### src/rtl/dmem_lsu_if.sv
// Load/store unit bus bundle: pipeline request/response plus the dmem command,
// read-return and write-data channels.
interface dmem_lsu_if #(
    parameter int unsigned P_ADDR_BITS = 32,
    parameter int unsigned P_DATA_BITS = 32
);
    logic                       req_valid;
    logic                       req_ready;
    logic                       req_is_store;
    logic [2:0]                 req_funct3;
    logic [P_ADDR_BITS-1:0]     req_addr;
    logic [P_DATA_BITS-1:0]     req_wdata;

    logic                       rsp_valid;
    logic [P_DATA_BITS-1:0]     rsp_rdata;
    logic [1:0]                 rsp_exc;

    logic [P_ADDR_BITS-1:0]     dmem_addr;
    logic                       dmem_cmd;
    logic [1:0]                 dmem_size;
    logic                       dmem_valid;
    logic                       dmem_ready;

    logic                       dmem_r_valid;
    logic [P_DATA_BITS-1:0]     dmem_r_data;
    logic                       dmem_r_resp;
    logic                       dmem_r_ready;

    logic                       dmem_w_valid;
    logic                       dmem_w_ready;
    logic                       dmem_w_resp;
    logic [P_DATA_BITS/8-1:0]   dmem_w_strb;
    logic [P_DATA_BITS-1:0]     dmem_w_data;

    modport slave (
        input  req_valid, req_is_store, req_funct3, req_addr, req_wdata,
        input  dmem_ready, dmem_r_valid, dmem_r_data, dmem_r_resp, dmem_w_ready, dmem_w_resp,
        output req_ready, rsp_valid, rsp_rdata, rsp_exc,
        output dmem_addr, dmem_cmd, dmem_size, dmem_valid, dmem_r_ready,
        output dmem_w_valid, dmem_w_strb, dmem_w_data
    );

    modport master (
        output req_valid, req_is_store, req_funct3, req_addr, req_wdata,
        output dmem_ready, dmem_r_valid, dmem_r_data, dmem_r_resp, dmem_w_ready, dmem_w_resp,
        input  req_ready, rsp_valid, rsp_rdata, rsp_exc,
        input  dmem_addr, dmem_cmd, dmem_size, dmem_valid, dmem_r_ready,
        input  dmem_w_valid, dmem_w_strb, dmem_w_data
    );
endinterface

### src/rtl/dmem_lsu.sv
// RV32 load/store unit: one outstanding access, size/alignment checks,
// byte-lane steering for stores and sign/zero extension for loads.
module dmem_lsu #(
    parameter int unsigned P_ADDR_BITS = 32,
    parameter int unsigned P_DATA_BITS = 32
) (
    input  logic        clk,
    input  logic        rst,
    dmem_lsu_if.slave   io_lsu
);
    localparam int unsigned AW = P_ADDR_BITS;
    localparam int unsigned DW = P_DATA_BITS;
    localparam int unsigned SW = DW / 8;

    typedef enum logic [1:0] {S_IDLE, S_CMD, S_RWAIT, S_RESP} state_t;
    state_t r_state, w_state_nxt;

    logic           r_is_store;
    logic [2:0]     r_funct3;
    logic [1:0]     r_addr_lo;
    logic           r_cmd_done, r_w_done, r_w_err;

    logic           r_req_ready, r_rsp_valid, r_dmem_cmd, r_dmem_valid;
    logic           r_dmem_r_ready, r_dmem_w_valid;
    logic [DW-1:0]  r_rsp_rdata, r_dmem_w_data;
    logic [1:0]     r_rsp_exc, r_dmem_size;
    logic [AW-1:0]  r_dmem_addr;
    logic [SW-1:0]  r_dmem_w_strb;

    logic           w_req_ready_nxt, w_rsp_valid_nxt, w_dmem_cmd_nxt, w_dmem_valid_nxt;
    logic           w_dmem_r_ready_nxt, w_dmem_w_valid_nxt;
    logic [DW-1:0]  w_rsp_rdata_nxt, w_dmem_w_data_nxt;
    logic [1:0]     w_rsp_exc_nxt, w_dmem_size_nxt;
    logic [AW-1:0]  w_dmem_addr_nxt;
    logic [SW-1:0]  w_dmem_w_strb_nxt;

    logic           w_accept, w_illegal, w_misalign, w_is_store;
    logic           w_cmd_hs, w_w_hs, w_r_hs, w_cmd_done, w_w_done, w_w_err;
    logic [SW-1:0]  w_req_strb;
    logic [DW-1:0]  w_req_data, w_shifted, w_load_data;

    assign w_accept   = io_lsu.req_valid && r_req_ready;
    assign w_illegal  = (io_lsu.req_funct3 == 3'd3) || (io_lsu.req_funct3[2:1] == 2'b11) ||
                        (io_lsu.req_is_store && io_lsu.req_funct3[2]);
    assign w_misalign = ((io_lsu.req_funct3[1:0] == 2'd1) && io_lsu.req_addr[0]) ||
                        ((io_lsu.req_funct3[1:0] == 2'd2) && (io_lsu.req_addr[1:0] != 2'b00));
    assign w_is_store = (r_state == S_IDLE) ? io_lsu.req_is_store : r_is_store;

    // Handshakes; the sticky flags let command and write data complete in different cycles
    assign w_cmd_hs   = r_dmem_valid && io_lsu.dmem_ready;
    assign w_w_hs     = r_dmem_w_valid && io_lsu.dmem_w_ready;
    assign w_r_hs     = r_dmem_r_ready && io_lsu.dmem_r_valid;
    assign w_cmd_done = r_cmd_done || w_cmd_hs;
    assign w_w_done   = r_w_done || w_w_hs;
    assign w_w_err    = r_w_err || (w_w_hs && io_lsu.dmem_w_resp);

    always_comb begin : store_lanes
        w_req_strb = SW'(4'b1111);
        w_req_data = io_lsu.req_wdata;
        case (io_lsu.req_funct3[1:0])
            2'd0: begin
                w_req_strb = SW'(4'b0001) << io_lsu.req_addr[1:0];
                w_req_data = {4{io_lsu.req_wdata[7:0]}};
            end
            2'd1: begin
                w_req_strb = SW'(4'b0011) << io_lsu.req_addr[1:0];
                w_req_data = {2{io_lsu.req_wdata[15:0]}};
            end
            default: ;
        endcase
    end

    always_comb begin : load_extract
        w_shifted   = io_lsu.dmem_r_data >> {r_addr_lo, 3'b000};
        w_load_data = w_shifted;
        case (r_funct3)
            3'd0:    w_load_data = {{(DW-8){w_shifted[7]}}, w_shifted[7:0]};
            3'd4:    w_load_data = {{(DW-8){1'b0}}, w_shifted[7:0]};
            3'd1:    w_load_data = {{(DW-16){w_shifted[15]}}, w_shifted[15:0]};
            3'd5:    w_load_data = {{(DW-16){1'b0}}, w_shifted[15:0]};
            default: ;
        endcase
    end

    always_ff @(posedge clk or negedge rst) begin : state_reg
        if (!rst) r_state <= S_IDLE;
        else      r_state <= w_state_nxt;
    end

    always_comb begin : next_state
        w_state_nxt = r_state;
        case (r_state)
            S_IDLE:  if (w_accept) w_state_nxt = (w_illegal || w_misalign) ? S_RESP : S_CMD;
            S_CMD: begin
                if (r_is_store) begin
                    if (w_cmd_done && w_w_done) w_state_nxt = S_RESP;
                end else if (w_cmd_hs) begin
                    w_state_nxt = w_r_hs ? S_RESP : S_RWAIT;
                end
            end
            S_RWAIT: if (w_r_hs) w_state_nxt = S_RESP;
            default: w_state_nxt = S_IDLE;
        endcase
    end

    always_comb begin : output_logic
        w_req_ready_nxt    = (w_state_nxt == S_IDLE);
        w_rsp_valid_nxt    = (w_state_nxt == S_RESP);
        w_rsp_rdata_nxt    = '0;
        w_rsp_exc_nxt      = 2'd0;
        w_dmem_valid_nxt   = (w_state_nxt == S_CMD) && !((r_state == S_CMD) && w_cmd_done);
        w_dmem_w_valid_nxt = (w_state_nxt == S_CMD) && w_is_store && !((r_state == S_CMD) && w_w_done);
        w_dmem_r_ready_nxt = ((w_state_nxt == S_CMD) && !w_is_store) || (w_state_nxt == S_RWAIT);
        w_dmem_addr_nxt    = r_dmem_addr;
        w_dmem_cmd_nxt     = r_dmem_cmd;
        w_dmem_size_nxt    = r_dmem_size;
        w_dmem_w_data_nxt  = r_dmem_w_data;
        w_dmem_w_strb_nxt  = (w_state_nxt == S_CMD) ? r_dmem_w_strb : '0;
        case (r_state)
            S_IDLE: begin
                if (w_accept) begin
                    if (w_illegal) begin
                        w_rsp_exc_nxt = 2'd2;
                    end else if (w_misalign) begin
                        w_rsp_exc_nxt = 2'd1;
                    end else begin
                        w_dmem_addr_nxt   = {io_lsu.req_addr[AW-1:2], 2'b00};
                        w_dmem_cmd_nxt    = io_lsu.req_is_store;
                        w_dmem_size_nxt   = io_lsu.req_funct3[1:0];
                        w_dmem_w_strb_nxt = io_lsu.req_is_store ? w_req_strb : '0;
                        w_dmem_w_data_nxt = w_req_data;
                    end
                end
            end
            S_CMD, S_RWAIT: begin
                if (w_state_nxt == S_RESP) begin
                    if (r_is_store) begin
                        w_rsp_exc_nxt = w_w_err ? 2'd3 : 2'd0;
                    end else begin
                        w_rsp_exc_nxt   = io_lsu.dmem_r_resp ? 2'd3 : 2'd0;
                        w_rsp_rdata_nxt = io_lsu.dmem_r_resp ? '0 : w_load_data;
                    end
                end
            end
            default: ;
        endcase
    end

    always_ff @(posedge clk or negedge rst) begin : out_regs
        if (!rst) begin
            r_req_ready    <= 1'b0;
            r_rsp_valid    <= 1'b0;
            r_rsp_rdata    <= '0;
            r_rsp_exc      <= 2'd0;
            r_dmem_addr    <= '0;
            r_dmem_cmd     <= 1'b0;
            r_dmem_size    <= 2'd0;
            r_dmem_valid   <= 1'b0;
            r_dmem_r_ready <= 1'b0;
            r_dmem_w_valid <= 1'b0;
            r_dmem_w_strb  <= '0;
            r_dmem_w_data  <= '0;
            r_is_store     <= 1'b0;
            r_funct3       <= 3'd0;
            r_addr_lo      <= 2'd0;
            r_cmd_done     <= 1'b0;
            r_w_done       <= 1'b0;
            r_w_err        <= 1'b0;
        end else begin
            r_req_ready    <= w_req_ready_nxt;
            r_rsp_valid    <= w_rsp_valid_nxt;
            r_rsp_rdata    <= w_rsp_rdata_nxt;
            r_rsp_exc      <= w_rsp_exc_nxt;
            r_dmem_addr    <= w_dmem_addr_nxt;
            r_dmem_cmd     <= w_dmem_cmd_nxt;
            r_dmem_size    <= w_dmem_size_nxt;
            r_dmem_valid   <= w_dmem_valid_nxt;
            r_dmem_r_ready <= w_dmem_r_ready_nxt;
            r_dmem_w_valid <= w_dmem_w_valid_nxt;
            r_dmem_w_strb  <= w_dmem_w_strb_nxt;
            r_dmem_w_data  <= w_dmem_w_data_nxt;
            if (w_accept) begin
                r_is_store <= io_lsu.req_is_store;
                r_funct3   <= io_lsu.req_funct3;
                r_addr_lo  <= io_lsu.req_addr[1:0];
            end
            r_cmd_done <= (r_state == S_CMD) ? w_cmd_done : 1'b0;
            r_w_done   <= (r_state == S_CMD) ? w_w_done   : 1'b0;
            r_w_err    <= (r_state == S_CMD) ? w_w_err    : 1'b0;
        end
    end

    assign io_lsu.req_ready    = r_req_ready;
    assign io_lsu.rsp_valid    = r_rsp_valid;
    assign io_lsu.rsp_rdata    = r_rsp_rdata;
    assign io_lsu.rsp_exc      = r_rsp_exc;
    assign io_lsu.dmem_addr    = r_dmem_addr;
    assign io_lsu.dmem_cmd     = r_dmem_cmd;
    assign io_lsu.dmem_size    = r_dmem_size;
    assign io_lsu.dmem_valid   = r_dmem_valid;
    assign io_lsu.dmem_r_ready = r_dmem_r_ready;
    assign io_lsu.dmem_w_valid = r_dmem_w_valid;
    assign io_lsu.dmem_w_strb  = r_dmem_w_strb;
    assign io_lsu.dmem_w_data  = r_dmem_w_data;
endmodule

### src/flat_wrapper.sv
// flat-port wrapper written by rule: the top's interface ports become plain ports
module dmem_lsu_flat 
#(
    parameter int unsigned P_ADDR_BITS = 32,
    parameter int unsigned P_DATA_BITS = 32
)
  (clk, rst, io_lsu_req_valid, io_lsu_req_is_store, io_lsu_req_funct3, io_lsu_req_addr, io_lsu_req_wdata, io_lsu_dmem_ready, io_lsu_dmem_r_valid, io_lsu_dmem_r_data, io_lsu_dmem_r_resp, io_lsu_dmem_w_ready, io_lsu_dmem_w_resp, io_lsu_req_ready, io_lsu_rsp_valid, io_lsu_rsp_rdata, io_lsu_rsp_exc, io_lsu_dmem_addr, io_lsu_dmem_cmd, io_lsu_dmem_size, io_lsu_dmem_valid, io_lsu_dmem_r_ready, io_lsu_dmem_w_valid, io_lsu_dmem_w_strb, io_lsu_dmem_w_data);
  dmem_lsu_if #(.P_ADDR_BITS(P_ADDR_BITS), .P_DATA_BITS(P_DATA_BITS)) io_lsu_i ();
  input  logic clk;
  input  logic rst;
  input wire logic [$bits(io_lsu_i.req_valid)-1:0] io_lsu_req_valid;
  input wire logic [$bits(io_lsu_i.req_is_store)-1:0] io_lsu_req_is_store;
  input wire logic [$bits(io_lsu_i.req_funct3)-1:0] io_lsu_req_funct3;
  input wire logic [$bits(io_lsu_i.req_addr)-1:0] io_lsu_req_addr;
  input wire logic [$bits(io_lsu_i.req_wdata)-1:0] io_lsu_req_wdata;
  input wire logic [$bits(io_lsu_i.dmem_ready)-1:0] io_lsu_dmem_ready;
  input wire logic [$bits(io_lsu_i.dmem_r_valid)-1:0] io_lsu_dmem_r_valid;
  input wire logic [$bits(io_lsu_i.dmem_r_data)-1:0] io_lsu_dmem_r_data;
  input wire logic [$bits(io_lsu_i.dmem_r_resp)-1:0] io_lsu_dmem_r_resp;
  input wire logic [$bits(io_lsu_i.dmem_w_ready)-1:0] io_lsu_dmem_w_ready;
  input wire logic [$bits(io_lsu_i.dmem_w_resp)-1:0] io_lsu_dmem_w_resp;
  output wire logic [$bits(io_lsu_i.req_ready)-1:0] io_lsu_req_ready;
  output wire logic [$bits(io_lsu_i.rsp_valid)-1:0] io_lsu_rsp_valid;
  output wire logic [$bits(io_lsu_i.rsp_rdata)-1:0] io_lsu_rsp_rdata;
  output wire logic [$bits(io_lsu_i.rsp_exc)-1:0] io_lsu_rsp_exc;
  output wire logic [$bits(io_lsu_i.dmem_addr)-1:0] io_lsu_dmem_addr;
  output wire logic [$bits(io_lsu_i.dmem_cmd)-1:0] io_lsu_dmem_cmd;
  output wire logic [$bits(io_lsu_i.dmem_size)-1:0] io_lsu_dmem_size;
  output wire logic [$bits(io_lsu_i.dmem_valid)-1:0] io_lsu_dmem_valid;
  output wire logic [$bits(io_lsu_i.dmem_r_ready)-1:0] io_lsu_dmem_r_ready;
  output wire logic [$bits(io_lsu_i.dmem_w_valid)-1:0] io_lsu_dmem_w_valid;
  output wire logic [$bits(io_lsu_i.dmem_w_strb)-1:0] io_lsu_dmem_w_strb;
  output wire logic [$bits(io_lsu_i.dmem_w_data)-1:0] io_lsu_dmem_w_data;
  assign io_lsu_i.req_valid = io_lsu_req_valid;
  assign io_lsu_i.req_is_store = io_lsu_req_is_store;
  assign io_lsu_i.req_funct3 = io_lsu_req_funct3;
  assign io_lsu_i.req_addr = io_lsu_req_addr;
  assign io_lsu_i.req_wdata = io_lsu_req_wdata;
  assign io_lsu_i.dmem_ready = io_lsu_dmem_ready;
  assign io_lsu_i.dmem_r_valid = io_lsu_dmem_r_valid;
  assign io_lsu_i.dmem_r_data = io_lsu_dmem_r_data;
  assign io_lsu_i.dmem_r_resp = io_lsu_dmem_r_resp;
  assign io_lsu_i.dmem_w_ready = io_lsu_dmem_w_ready;
  assign io_lsu_i.dmem_w_resp = io_lsu_dmem_w_resp;
  assign io_lsu_req_ready = io_lsu_i.req_ready;
  assign io_lsu_rsp_valid = io_lsu_i.rsp_valid;
  assign io_lsu_rsp_rdata = io_lsu_i.rsp_rdata;
  assign io_lsu_rsp_exc = io_lsu_i.rsp_exc;
  assign io_lsu_dmem_addr = io_lsu_i.dmem_addr;
  assign io_lsu_dmem_cmd = io_lsu_i.dmem_cmd;
  assign io_lsu_dmem_size = io_lsu_i.dmem_size;
  assign io_lsu_dmem_valid = io_lsu_i.dmem_valid;
  assign io_lsu_dmem_r_ready = io_lsu_i.dmem_r_ready;
  assign io_lsu_dmem_w_valid = io_lsu_i.dmem_w_valid;
  assign io_lsu_dmem_w_strb = io_lsu_i.dmem_w_strb;
  assign io_lsu_dmem_w_data = io_lsu_i.dmem_w_data;
  dmem_lsu #(.P_ADDR_BITS(P_ADDR_BITS), .P_DATA_BITS(P_DATA_BITS)) u_core (.clk(clk), .rst(rst), .io_lsu(io_lsu_i));
endmodule
### config.mk
export PLATFORM = sky130hd
export DESIGN_NAME = dmem_lsu_flat
export DESIGN_NICKNAME = d
export VERILOG_FILES = /design/src/rtl/dmem_lsu_if.sv /design/src/rtl/dmem_lsu.sv /design/src/flat_wrapper.sv
export SDC_FILE = /design/constraint.sdc
export NUM_CORES = 1
export LEC_CHECK = 0
export CORE_ASPECT_RATIO = 0.7
export CORE_MARGIN = 4
export CORE_UTILIZATION = 40
export CTS_BUF_LIST = sky130_fd_sc_hd__clkbuf_8
export DETAILED_ROUTE_END_ITERATION = 7
export MAX_ROUTING_LAYER = met4
export PLACE_DENSITY_LB_ADDON = 0.15
export SLEW_MARGIN = 20
export SYNTH_ARGS = -nofsm -noshare
export SYNTH_HDL_FRONTEND = slang
export SYNTH_SLANG_ARGS = --single-unit
### constraint.sdc
create_clock -name clk -period 2.8 [get_ports clk]
set_clock_uncertainty 0.15 [all_clocks]
set_input_delay 0.56 -clock clk [delete_from_list [all_inputs] [get_ports clk]]
set_output_delay 0.56 -clock clk [all_outputs]
set_load 0.05 [all_outputs]
==> run summary, run 1 <==
Max-cap violations - 0
Share of the synthesized area in the top cell type - 0.548
Layout cells sized above 1 - 0.115
First-pass GRT wire length - 25200 um
Cell area power density - 1110 nW/um2
Synth area leaders - dfrtp_1 55%, nand2_1 9.7%, mux2i_1 6.6%, mux2_2 6.2%, nor2_1 2.6%
Pleak - 3.71 nW
Max Buffers Root-to-Sink - 2
Total core area - 13200 um2
Fin nets - 864
Clk_lat worst skew - 0.43 ns
Most frequent cells in the layout - 214 x clkdlybuf4s50_1, 141 x nand2_1, 119 x dfrtp_1
FP Rows - 35
Critical R2R Launch - u_core.r_state[0]
Ant diodes - 0
GRT overflow - 0
CP Buf/Inv Count - 1
Post-DP Area - 7800 um2
Finish-stage setup viols - 0
Slew Viols, Final - 0
Mapped Area - 5430 um2
Total CTS buffers - 17
Root Driver - clkbuf_8
Commonest non-fill, non-tap cell in the layout - clkdlybuf4s50_1
Vias in the first global route - 4752
Total track usage - 0.210
Final ANT Viol Nets - 0
Hold WC Path Type - in -> async
H-tree levels - 4
Synth Warn # - 0
Number of synthesized flops with an enable pin - 0
Initial Util - 0.411
Crit path kind - reg -> out
Die Width - 147 um
Cell chain of the critical path - clkdlybuf4s50_1
Sequential fraction of the synthesis area - 0.548
Critical path data arrival time - 1.64 ns
Slew @ Worst Pin - 0.936 ns
RSZ-0062 raised after global routing - false
Drt pass-1 iters - 5
Antenna violations before repair - 0
DRC viols - 0
CTS clk-pin slew, worst paths - 0.07 ns
Setup TNS - 0 ns
CP required - 2.09 ns
Post-Layout Inst Area - 8210 um2
Flops & latches, synth - 119
Worst vdd ir - 560 uV
Worst hold slack - 0.0320 ns
Library cells used by synthesis - 46
Die height - 105 um
Via-per-instance ratio - 4.88
DRT iter0 DRCs - 253
Fin crit share - 0.839
PortBufs - 215
Routability cong. - 0.890
Synth-to-layout area growth - 51.2%
Hold_buf cts - 0
Total wire length - 15600 um
Sink Count - 119
Post-CTS Setup Inserts - 0
Post-Syn Area per Cell - 10.2 um2
CTS tree - yes
PostCTS Resize Cnt - 0
Worst setup SP type - register
Critical Path Start - u_core.io_lsu.dmem_w_strb[2]
Vias - 4639
Max stage delay on crit path - 0.85 ns
Crit-path slowest cell - clkdlybuf4s50_1
DR WL/cell - 16.4 um
DP HPWL - 11500 um
Synth async-reset ratio - 1.00
CP top delay family - buffers and inverters
Max frequency - 426 MHz
Reg2reg setup slack - 0.56 ns
Largest net degree at the start of global routing - 120
Area leader, netlist - dfrtp_1
Crit path time final - 2.35 ns
Worst r2r path cells - 7
Final hold viol count - 0
Die area - 15500 um2
Setup crit end kind - output port
Worst Path Max Fanout - 2
Post-Synthesis Cells - 533
Status - finished clean
Placed Cells incl. Taps - 918
Ports - 218
Relative slew slack - 0.374
Post-route insts no fill - 950
Reg2reg end - u_core.io_lsu.rsp_rdata[14]
Total Power - 9.15 mW
Top FF cell, synth - dfrtp_1
[cells in the mapped netlist, drive strengths merged, types with 4 or more instances]
| cell type | instances |
|---|---|
| o21ai | 30 |
| a211oi | 8 |
| a221oi | 6 |
| nor3 | 9 |
| nand2 | 141 |
| a21oi | 28 |
| nor2 | 38 |
| o22ai | 4 |
| dfrtp | 119 |
| mux2i | 36 |
| buf | 22 |
| and2 | 6 |
| mux2 | 30 |
| inv | 5 |
| ha | 4 |
| clkbuf | 12 |
[worst max path at each step]
stage               depth (start not counted)                            to  slack, ns
floorplan                                   7    u_core.io_lsu.dmem_size[0]       0.73
global placement                            6    u_core.io_lsu.dmem_size[1]       0.18
detailed placement                          6  u_core.io_lsu.dmem_w_data[1]       0.13
CTS                                         1         io_lsu_dmem_w_strb[2]       0.41
global route                                1              io_lsu_req_ready       0.36
finish                                      1         io_lsu_dmem_w_strb[2]       0.45
[report_power, final]
group	total, mW	internal, mW	switching (mW)
combinational	4.87	1.69	3.17
clock	1.62	0.934	0.686
sequential	2.66	2.30	0.367
total	9.15	4.93	4.23
[cell type report]
cell class / count / area [um2]
clock buffer: 20 / 275
clock inverter: 12 / 134
fill: 1102 / 5010
inverter: 5 / 18.8
multi-input combinational: 376 / 2240
sequential: 119 / 2980
tap: 185 / 231
timing repair buffer: 233 / 2330
[logic make-up (layout without fill, tap and decap cells)]
logic type / after synthesis / in the layout / share of synthesized area
flip-flops: 119 / 119 / 0.548
AND/OR/NAND/NOR: 211 / 211 / 0.163
other: 1 / 2 / 0.000691
multiplexers: 66 / 66 / 0.129
buffers and inverters: 39 / 270 / 0.0410
adder cells (fa/ha/maj): 4 / 4 / 0.00922
AO/OA/AOI/OAI: 93 / 93 / 0.109
[worst register-to-register path, delay by kind of cell, from the launching register on]
family,cells,cell delay [ns]
compound gates,1,0.35
flops,1,0.47
buf+inv,2,0.33
simple gates,3,0.56
fa+ha+maj,1,0.27
[per-layer routing]
| metal | routed length [um] | vias to the layer above | GRT usage |
|---|---|---|---|
| li1 | - | 2243 | - |
| met3 | 1090 | 17 | 0.0632 |
| met2 | 7020 | 172 | 0.306 |
| met1 | 7260 | 2207 | 0.287 |
| met5 | 0 | - | - |
| met4 | 199 | 0 | 0.0565 |
[flip-flops by register name (all words and copies together) (netlist names), 2 cells and up]
register	flops
u_core.io_lsu.dmem_w_data	32
u_core.io_lsu.rsp_rdata	32
u_core.io_lsu.dmem_addr	30
u_core.io_lsu.dmem_w_strb	4
u_core.r_funct3	3
u_core.io_lsu.dmem_size	2
u_core.io_lsu.rsp_exc	2
u_core.r_addr_lo	2
u_core.r_state	2
[stage by stage]
stage               utilization  setup WS, ns
floorplan                     -         0.727
global placement          0.590         0.176
detailed placement        0.590         0.133
CTS                       0.621         0.412
global route              0.621         0.359
finish                    0.621         0.451
No activity file was read; power rests on OpenSTA's default activity.
==> run 2: changes to the inputs <==
clock period = 2.25 ns   (was 2.8 ns; I/O delays follow)
==> run 2 against run 1 <==
  * Die area did not move
  * Clock power rose by 27%
  * Global-route usage is 0.18 points higher
  * Wire length rose by 2.9%
  * Non-clock buffer count is 27 higher
  * Critical endpoint is now io_lsu_dmem_addr[19]
  * Sequential share of layout area is 1.5 points lower
  * Flip-flop and latch count unchanged
  * Via count is 2.1% higher
  * Final area up 4.3%
  * Combinational power up 32%
  * Largest cell class unchanged
  * First-iteration DRC count is 13% higher
  * Cell count is 2.8% higher
==> run summary, run 2 (same netlist as run 1, synthesis figures left out) <==
CP required - 1.65 ns (was 2.09 ns)
FP Rows - 35 (unchanged)
Crit-path slowest cell - clkdlybuf4s50_1 (unchanged)
Total Power - 11.8 mW (was 9.15 mW)
Root Driver - clkbuf_8 (unchanged)
Layout cells sized above 1 - 0.150 (was 0.115)
Max stage delay on crit path - 0.83 ns (was 0.85 ns)
Max Buffers Root-to-Sink - 2 (unchanged)
Vias - 4735 (was 4639)
CP Buf/Inv Count - 1 (unchanged)
Fin nets - 891 (was 864)
Critical path data arrival time - 1.62 ns (was 1.64 ns)
Routability cong. - 0.876 (was 0.890)
Setup crit end kind - output port (unchanged)
PortBufs - 215 (unchanged)
Placed Cells incl. Taps - 944 (was 918)
H-tree levels - 4 (unchanged)
DRT iter0 DRCs - 285 (was 253)
Total core area - 13200 um2 (unchanged)
Fin crit share - 0.986
Core Util, Final - 0.647 (was 0.621)
Via-per-instance ratio - 4.85 (was 4.88)
Most frequent cells in the layout - 173 x clkdlybuf4s50_1, 141 x nand2_1, 119 x dfrtp_1 (was 214 x clkdlybuf4s50_1, 141 x nand2_1, 119 x dfrtp_1)
Pleak - 4.35 nW (was 3.71 nW)
CTS clk-pin slew, worst paths - 0.07 ns (about the same)
Sink Count - 119 (unchanged)
First-pass GRT wire length - 25600 um (was 25200 um)
Antenna violations before repair - 0 (unchanged)
Ant diodes - 0 (unchanged)
Initial Util - 0.411 (unchanged)
Post-route insts no fill - 977 (was 950)
Slew Viols, Final - 0 (unchanged)
Worst hold slack - 0.325 ns (was 0.0320 ns)
DRC viols - 0 (unchanged)
CP top delay family - buffers and inverters (unchanged)
Final hold viol count - 0 (unchanged)
Ports - 218 (unchanged)
Worst vdd ir - 794 uV (was 560 uV)
Die height - 105 um (unchanged)
Die Width - 147 um (unchanged)
Worst Path Max Fanout - 2 (unchanged)
Max frequency - 451 MHz
Hold WC Path Type - reg -> reg (was in -> async)
DR WL/cell - 16.4 um (about the same)
Synth-to-layout area growth - 57.6% (was 51.2%)
Total CTS buffers - 17 (unchanged)
Max-cap violations - 0 (unchanged)
Clk_lat worst skew - 0.42 ns (was 0.43 ns)
Final ANT Viol Nets - 0 (unchanged)
Post-CTS Setup Inserts - 0 (unchanged)
GRT overflow - 0 (unchanged)
Slew @ Worst Pin - 0.555 ns (was 0.936 ns)
CTS tree - yes (unchanged)
Relative slew slack - 0.630 (was 0.374)
Worst setup SP type - register (unchanged)
Commonest non-fill, non-tap cell in the layout - clkdlybuf4s50_1 (unchanged)
Status - finished clean (unchanged)
Largest net degree at the start of global routing - 86 (was 120)
Cell area power density - 1370 nW/um2 (was 1110 nW/um2)
Crit path kind - reg -> out (unchanged)
Total track usage - 0.212 (was 0.210)
Crit path time final - 2.22 ns
Vias in the first global route - 4940 (was 4752)
Finish-stage setup viols - 0 (unchanged)
Cell chain of the critical path - clkdlybuf4s50_1 (unchanged)
Die area - 15500 um2 (unchanged)
Drt pass-1 iters - 5 (unchanged)
DP HPWL - 12000 um (was 11500 um)
Total wire length - 16000 um (was 15600 um)
run 2: report_power, final:
group          leakage (nW)  switching (mW)  total, mW  internal [mW]
registers              1.55           0.412       3.27           2.86
logic                  2.58            4.09       6.43           2.33
clock network         0.214           0.871       2.06           1.19
run 2: per-layer routing:
metal / track usage / vias up / part of all wire
met3: 0.0546 / 12 / 0.062
met2: 0.324 / 163 / 0.47
li1: - / 2304 / -
met4: 0.0532 / 0 / 0.0071
met5: - / - / 0
met1: 0.284 / 2256 / 0.46
run 2: final cells by class:
class	instances	area, um2
fill	1094	4670
tap	185	231
timing repair buffer	260	2650
clock inverter	15	188
multi-input combinational	376	2260
inverter	5	18.8
sequential	119	2980
clock buffer	17	234
run 2: final timing paths:
path | startpoint | end | slack [ns] | cells past startpoint
min | u_core.io_lsu.dmem_addr[18] | u_core.io_lsu.dmem_addr[18] | 0.32 | 2
min in group asynchronous | rst | u_core.r_is_store | 0.44 | 3
min reg2reg | u_core.io_lsu.dmem_addr[18] | u_core.io_lsu.dmem_addr[18] | 0.32 | 2
max reg2reg | u_core.r_state[0] | u_core.io_lsu.rsp_rdata[14] | 0.16 | 6
max | u_core.io_lsu.dmem_addr[19] | io_lsu_dmem_addr[19] | 0.03 | 1
max in group asynchronous | rst | u_core.io_lsu.dmem_addr[7] | 1.14 | 3
run 2: worst register-to-register path: stages (launching register included):
cell and delay, ns:
dfrtp_1 0.44, ha_1 0.33, nor4b_2 0.40, buf_4 0.19, o211ai_4 0.09, buf_12 0.18, nor3_1 0.21
run 2: metrics by stage:
step           TNS (ns)  worst slack, ns  area, um2
2_1_floorplan         0            0.210       5430
3_3_place_gp     -10.53           -0.196       8020
3_5_place_dp     -16.50           -0.255       8020
4_1_cts               0          0.00303       8450
5_1_grt         -0.0232          -0.0200       8560
6_report              0           0.0323       8560
run 2: what timing repair did:
| action | in CTS | in global routing |
|---|---|---|
| hold endpoints to repair | 119 | 0 |
| gates resized for setup | 4 | 38 |
| hold buffers | 1 | 0 |
| setup endpoints to repair | 4 | 37 |
